==> src/rtl/core_pkg.sv <==
// Shared core definitions: datapath width, canonical NOP and fetch FSM states.
package core_pkg;

  localparam int XLEN = 32;
  localparam logic [XLEN-1:0] INST_NOP = 32'h0000_0013;

  typedef enum logic {
    FS_RUN  = 1'b0,
    FS_HALT = 1'b1
  } fetch_state_e;

  // Instruction fetch is word granular; the low two address bits are discarded.
  function automatic logic [XLEN-1:0] align_pc(input logic [XLEN-1:0] pc);
    return pc & 32'hFFFF_FFFC;
  endfunction

endpackage

==> src/rtl/fetch_fifo.sv <==
// Instruction/PC buffer between the memory response port and decode.
// Push and pop may occur together, including when full; flush empties it.
module fetch_fifo #(
  parameter int DEPTH = 2,
  parameter int WIDTH = 64,
  localparam int PTR_W = $clog2(DEPTH),
  localparam int CNT_W = $clog2(DEPTH + 1)
) (
  input  logic             clk,
  input  logic             rst_n,
  input  logic             push,
  input  logic [WIDTH-1:0] push_data,
  input  logic             pop,
  input  logic             flush,
  output logic [WIDTH-1:0] head_data,
  output logic             full,
  output logic             empty,
  output logic [CNT_W-1:0] count
);

  logic [WIDTH-1:0] mem [DEPTH];
  logic [PTR_W-1:0] rd_ptr_q;
  logic [PTR_W-1:0] wr_ptr_q;
  logic [CNT_W-1:0] count_q;
  logic             do_pop;
  logic             do_push;

  function automatic logic [PTR_W-1:0] ptr_inc(input logic [PTR_W-1:0] p);
    return (p == PTR_W'(DEPTH - 1)) ? '0 : p + 1'b1;
  endfunction

  assign empty     = (count_q == '0);
  assign full      = (count_q == CNT_W'(DEPTH));
  assign count     = count_q;
  assign do_pop    = pop & ~empty;
  assign do_push   = push & (~full | do_pop);
  assign head_data = empty ? '0 : mem[rd_ptr_q];

  always_ff @(posedge clk or negedge rst_n) begin
    // NOTE: state registers use <= so every flop samples pre-edge values.
    if (!rst_n) begin
      rd_ptr_q <= '0;
      wr_ptr_q <= '0;
      count_q  <= '0;
    end else if (flush) begin
      rd_ptr_q <= '0;
      wr_ptr_q <= '0;
      count_q  <= '0;
    end else begin
      if (do_push) wr_ptr_q <= ptr_inc(wr_ptr_q);
      if (do_pop)  rd_ptr_q <= ptr_inc(rd_ptr_q);
      case ({do_push, do_pop})
        2'b10:   count_q <= count_q + 1'b1;
        2'b01:   count_q <= count_q - 1'b1;
        default: ;
      endcase
    end
  end

  // NOTE: storage is not reset; head_data is gated by empty so stale words never leak.
  always_ff @(posedge clk) begin
    if (do_push && !flush) mem[wr_ptr_q] <= push_data;
  end

endmodule

==> src/rtl/fetch_unit.sv <==
// Instruction fetch: credit-limited request issue, in-order response pairing,
// redirect flush with stale-response dropping. Option: FETCH_MISALIGN_TRAP_EN.
module fetch_unit
  import core_pkg::*;
#(
  parameter logic [XLEN-1:0] RESET_PC = 32'h0000_0000,
  parameter int              DEPTH    = 2
) (
  input  logic            clk,
  input  logic            rst_n,
  output logic            imem_req_valid,
  input  logic            imem_req_ready,
  output logic [XLEN-1:0] imem_req_addr,
  input  logic            imem_rsp_valid,
  input  logic [XLEN-1:0] imem_rsp_data,
  input  logic            redirect_valid,
  input  logic [XLEN-1:0] redirect_pc,
  output logic            inst_valid,
  input  logic            inst_ready,
  output logic [XLEN-1:0] inst,
  output logic [XLEN-1:0] inst_pc
`ifdef FETCH_MISALIGN_TRAP_EN
  ,
  output logic            fetch_misaligned
`endif
);

  localparam int CNT_W = $clog2(DEPTH + 1);
  localparam int PTR_W = $clog2(DEPTH);

  fetch_state_e    state_q;
  logic            live_q;
  logic [XLEN-1:0] pc_q;
  logic [XLEN-1:0] redirect_tgt;
  logic [CNT_W-1:0] outstanding_q;
  logic [CNT_W-1:0] outstanding_d;
  logic [CNT_W-1:0] drop_cnt_q;
  logic [CNT_W-1:0] drop_cnt_d;
  logic [CNT_W-1:0] buf_count;
  logic [CNT_W:0]   credit_used;
  logic            req_fire;
  logic            rsp_drop;
  logic            rsp_keep;
  logic            inst_fire;
  logic            buf_empty;
  logic            buf_full;
  logic [2*XLEN-1:0] buf_head;

  // Request PCs awaiting their response, oldest at pcq_rd_q.
  logic [XLEN-1:0]  pcq_mem [DEPTH];
  logic [PTR_W-1:0] pcq_wr_q;
  logic [PTR_W-1:0] pcq_rd_q;

  function automatic logic [PTR_W-1:0] ptr_inc(input logic [PTR_W-1:0] p);
    return (p == PTR_W'(DEPTH - 1)) ? '0 : p + 1'b1;
  endfunction

`ifdef FETCH_MISALIGN_TRAP_EN
  assign redirect_tgt = redirect_pc;
`else
  assign redirect_tgt = align_pc(redirect_pc);
`endif

  // A request is only issued if its response is guaranteed a buffer slot.
  assign credit_used    = {1'b0, outstanding_q} + {1'b0, buf_count};
  assign imem_req_valid = live_q & (state_q == FS_RUN) & ~redirect_valid
                        & (credit_used < (CNT_W + 1)'(DEPTH));
  assign imem_req_addr  = pc_q;
  assign req_fire       = imem_req_valid & imem_req_ready;
  assign rsp_drop       = redirect_valid | (drop_cnt_q != '0);
  assign rsp_keep       = imem_rsp_valid & ~rsp_drop;
  assign inst_valid     = ~buf_empty;
  assign inst_fire      = inst_valid & inst_ready;
  assign {inst_pc, inst} = buf_head;

  always_comb begin
    // NOTE: defaults first so every path assigns and no latch is inferred.
    outstanding_d = outstanding_q;
    drop_cnt_d    = drop_cnt_q;
    case ({req_fire, imem_rsp_valid})
      2'b10:   outstanding_d = outstanding_q + 1'b1;
      2'b01:   outstanding_d = outstanding_q - 1'b1;
      default: ;
    endcase
    // Everything still in flight after a redirect belongs to the old path.
    if (redirect_valid)
      drop_cnt_d = outstanding_d;
    else if (imem_rsp_valid && (drop_cnt_q != '0))
      drop_cnt_d = drop_cnt_q - 1'b1;
  end

  always_ff @(posedge clk or negedge rst_n) begin
    if (!rst_n) begin
      live_q        <= 1'b0;
      pc_q          <= RESET_PC;
      outstanding_q <= '0;
      drop_cnt_q    <= '0;
      pcq_wr_q      <= '0;
      pcq_rd_q      <= '0;
    end else begin
      live_q        <= 1'b1;
      outstanding_q <= outstanding_d;
      drop_cnt_q    <= drop_cnt_d;
      if (redirect_valid) begin
        pc_q     <= redirect_tgt;
        pcq_wr_q <= '0;
        pcq_rd_q <= '0;
      end else begin
        if (req_fire) begin
          pc_q     <= pc_q + 32'd4;
          pcq_wr_q <= ptr_inc(pcq_wr_q);
        end
        if (rsp_keep) pcq_rd_q <= ptr_inc(pcq_rd_q);
      end
    end
  end

  always_ff @(posedge clk) begin
    if (req_fire) pcq_mem[pcq_wr_q] <= pc_q;
  end

  always_ff @(posedge clk or negedge rst_n) begin
    if (!rst_n) begin
      state_q          <= FS_RUN;
`ifdef FETCH_MISALIGN_TRAP_EN
      fetch_misaligned <= 1'b0;
`endif
    end else if (redirect_valid) begin
`ifdef FETCH_MISALIGN_TRAP_EN
      if (redirect_pc[1:0] != 2'b00) begin
        state_q          <= FS_HALT;
        fetch_misaligned <= 1'b1;
      end else begin
        state_q          <= FS_RUN;
        fetch_misaligned <= 1'b0;
      end
`else
      state_q <= FS_RUN;
`endif
    end
  end

  fetch_fifo #(
    .DEPTH (DEPTH),
    .WIDTH (2 * XLEN)
  ) u_fifo (
    .clk       (clk),
    .rst_n     (rst_n),
    .push      (rsp_keep),
    .push_data ({pcq_mem[pcq_rd_q], imem_rsp_data}),
    .pop       (inst_fire),
    .flush     (redirect_valid),
    .head_data (buf_head),
    .full      (buf_full),
    .empty     (buf_empty),
    .count     (buf_count)
  );

  // A kept response must always find a slot (freed by a same-cycle pop at worst).
  assert property (@(posedge clk) disable iff (!rst_n)
    !(rsp_keep && buf_full && !inst_fire));

endmodule

==> config.mk <==
export PLATFORM = sky130hd
export DESIGN_NAME = fetch_unit
export DESIGN_NICKNAME = d
export VERILOG_FILES = /design/src/rtl/core_pkg.sv /design/src/rtl/fetch_fifo.sv /design/src/rtl/fetch_unit.sv
export SDC_FILE = /design/constraint.sdc
export NUM_CORES = 1
export LEC_CHECK = 0
export BUFFER_PORTS_ARGS = -buffer_cell sky130_fd_sc_hd__buf_2
export CAP_MARGIN = 20
export CORE_ASPECT_RATIO = 1.25
export CORE_MARGIN = 5
export CORE_UTILIZATION = 60
export DETAILED_ROUTE_END_ITERATION = 16
export PLACE_DENSITY = 0.86
export SETUP_SLACK_MARGIN = 0.5
export SLEW_MARGIN = 5
export SYNTH_ARGS = -nofsm -noshare
export SYNTH_HDL_FRONTEND = slang
export SYNTH_SLANG_ARGS = --single-unit
==> constraint.sdc <==
create_clock -name clk -period 14.55 [get_ports clk]
set_input_delay 0.7275 -clock clk [delete_from_list [all_inputs] [get_ports clk]]
set_output_delay 0.7275 -clock clk [all_outputs]
set_load 0.02 [all_outputs]
==> impl_results.md <==
- Met3 usage: between 3 and 4%
- Reg-to-reg startpoint: u_fifo.count[0]
- Async S/R FF share, synth: between 15 and 20%
- Congestion Overflow GR: 0
- #FFs+latches synth: about 230
- Max cap viols: 0
- Hold Fails Final Rpt: 0
- Critical Path RT: 13,820 ps
- Xor/xnor cell area share of the yosys netlist: less than 1%
- Final nets: 870
- Final ANT Viol Nets: 0
- Fin crit period: 3323 ps
- Total CTS buffers: 21
- Most frequent cells in the layout: 184 x edfxtp_1, 161 x buf_2, 71 x nor2_1
- Area occupied by registers: 0.006555 mm2
- Layout Area Growth over Synthesis: 18.44%
- RSZ-0062 raised after global routing: false
- Met2 Use GR: 36.85%
- Row count: 51
- Postcts setup bufs: 0
- CP max FO: 7
- GRT Max-Usage Layer: met2
- IO Port Bufs: 161
- Ys Warns: 0
- Max-slew headroom: roughly 26%
- Initial DRC count: 471
- Worst-case vdd ir drop: 108.8 uV
- CTS Buffer Depth: 3
- Total track usage: 21.64%
- TritonCTS Sinks: 225
- Clk slew on worst S/H paths: 70 ps
- Root Driver: clkbuf_16
- Final GP Congestion: 0.8852
- Adder-Cell Fraction of Synth Area: 0.6157%
- Ant. Diodes: 0
- Filler Cell Count: 1,058
- Resized Gates After CTS: 0
- Final Setup Violations: 0
- Insertion delay to the later sink of the worst-skew pair: roughly 500 ps
- Simple-gate portion of the synthesized area: 10.05%
- H-Tree Level Count: 1
- Drt drc: 0
- Initial antenna violation count: 0
- Commonest non-fill, non-tap cell in the layout: edfxtp_1
- Vias in the first global route: 6,098
- Height of the die: 149.6 um
- Final worst-path cycle share: 22.84%
- R2r setup slk: 11,260 ps
- Vias: 6,005
- Critical path launch point type: flip-flop
- Slew Limit Fails: 0
- Wire per inst: 19.40 um
- Synth Area in Compound Gates: 5.287%
- Status: finished, final reports clean
- Prevailing post-synth register cell: edfxtp_1
- Dpl ws: 11,180 ps
- Largest family of logic cells by synthesized area: multiplexers
- Least-Margin Pin Slew: approximately 1100 ps
- CP Class: flip-flop to output port
- Largest net degree at the start of global routing: 65
- Tightest Hold Check Type: primary input to async pin
- Worst Skew: 13.61 ps
- Mapped Area: 0.009348 mm2
- Leak: 4.142 nW
- Met1 Track Usage GR: 27.16%
- Setup ws final: between 10,000 and 15,000 ps
- Setup TNS: 0 ps
- F_max: 300.9 MHz
- Syn Inst Count: 639
- Die area: approximately 0.018 mm2
- Mux contribution to synthesized area: 10.59%
- CP arrival: 2600 ps
- Netlist cell types: 53
- Area occupied by multi-input gates: 0.002587 mm2
- Seq/Total Area, Yosys: a little over two thirds
- Synthesized area per cell: roughly 15 um2
- HPWL reported at the end of detailed placement: 12,540 um
- Share of layout cells above drive strength 1: 30.25%
- Initial core utilization: between 60% and 70%
- Pwr dens: 150.7 mW/mm2
- Core area: 0.01544 mm2
- Vias per cell: between 5 and 6
- Post-synth EDFFs: 184
- Clock tree from TritonCTS: built
- CP endpoint kind: output port
- Worst Setup SP: u_fifo.count[0]
- First-pass GRT wire length: ~31,000 um
- Die width: approximately 120 um
- Routed WL: 19,830 um
- Drt first pass iters: 6
- Cts hold-fix bufs: 0
- Num ports: 168
==> path summary, 6_finish.rpt <==
| kind | endpoint | cells past startpoint |
|---|---|---|
| max in group asynchronous | u_fifo.rd_ptr_q | 1 |
| min | imem_req_addr[15] | 1 |
| max | imem_req_valid | 5 |
| min in group clk | u_fifo.mem[0][28] | 1 |
| max reg2reg | drop_cnt_q[1] | 10 |
| min reg2reg | outstanding_q[1] | 1 |
==> per-stage QoR <==
stage	area, um2	hold slack, ps	instances	utilization (%)	power (mW)
finish	11070	387.9	1022	71.70	1.668
global route	11070	413.8	1022	71.70	1.734
CTS	11060	393.2	1021	71.65	1.679
detailed placement	10320	538.8	984	66.83	1.099
global placement	10320	513.0	984	66.83	1.083
floorplan	9359	431.9	642	-	1.007
==> kinds of logic (layout without fill, tap and decap cells) <==
kind of cell               Yosys count  in the layout
AOI/OAI and AO/OA                   66             66
xor gates and xnor gates             8              8
adders and majority gates            4              4
buffers and inverters               53            221
DFF                                225            225
muxes                               95             95
other                                2              5
and+or+nand+nor                    186            186
==> state kept, by name, summed over array words and instances, names as in the netlist <==
name / cells
drop_cnt_q: 2
imem_req_addr: 30
live_q: 1
outstanding_q: 2
pcq_mem: 60
pcq_rd_q: 1
pcq_wr_q: 1
u_fifo.count: 2
u_fifo.mem: 124
u_fifo.rd_ptr_q: 1
u_fifo.wr_ptr_q: 1
==> synthesized netlist by cell type (all sizes together) (7+ instances only) <==
library cell    n  area, um2
buf            14      90.09
or4            12      90.09
mux2i          64      640.6
dfrtp          41       1026
nand2          29      108.9
nand4           9      71.32
o311ai         15      131.4
nor2           74      294.0
o21ai          13      65.06
edfxtp        184       5525
mux2           31      349.1
nor3            9      45.04
clkbuf         23      86.33
inv            15      56.30
a221o           7      70.07
nand3          17      85.08
==> area by class of cell <==
type	count	share of cell area [%]
repair buffers	168	7.752
clock buffers	28	5.255
inverters	16	0.5537
clock inverters	9	1.469
well taps	212	2.396
flip-flops and latches	225	59.20
multi-input cells	364	23.37
==> worst max-delay path: stages (launching register included) <==
cell	delay, ps
dfrtp_1	460
and2_1	180
fa_1	480
or4b_4	630
clkinv_2	150
buf_2	190
==> per-layer routing <==
metal / vias up / share of wire [%]
met5: - / 0
met1: 2917 / 38
met3: 55 / 8.2
li1: 2741 / -
met2: 292 / 50
met4: 0 / 3.7
==> report_power, final <==
part	switching (mW)	internal, mW	total (mW)
combinational	0.167	0.106	0.273
sequential	0.0507	0.764	0.815
clock	0.227	0.354	0.581
total	0.444	1.22	1.67
Note: power is estimated with default switching activity, not from simulation.
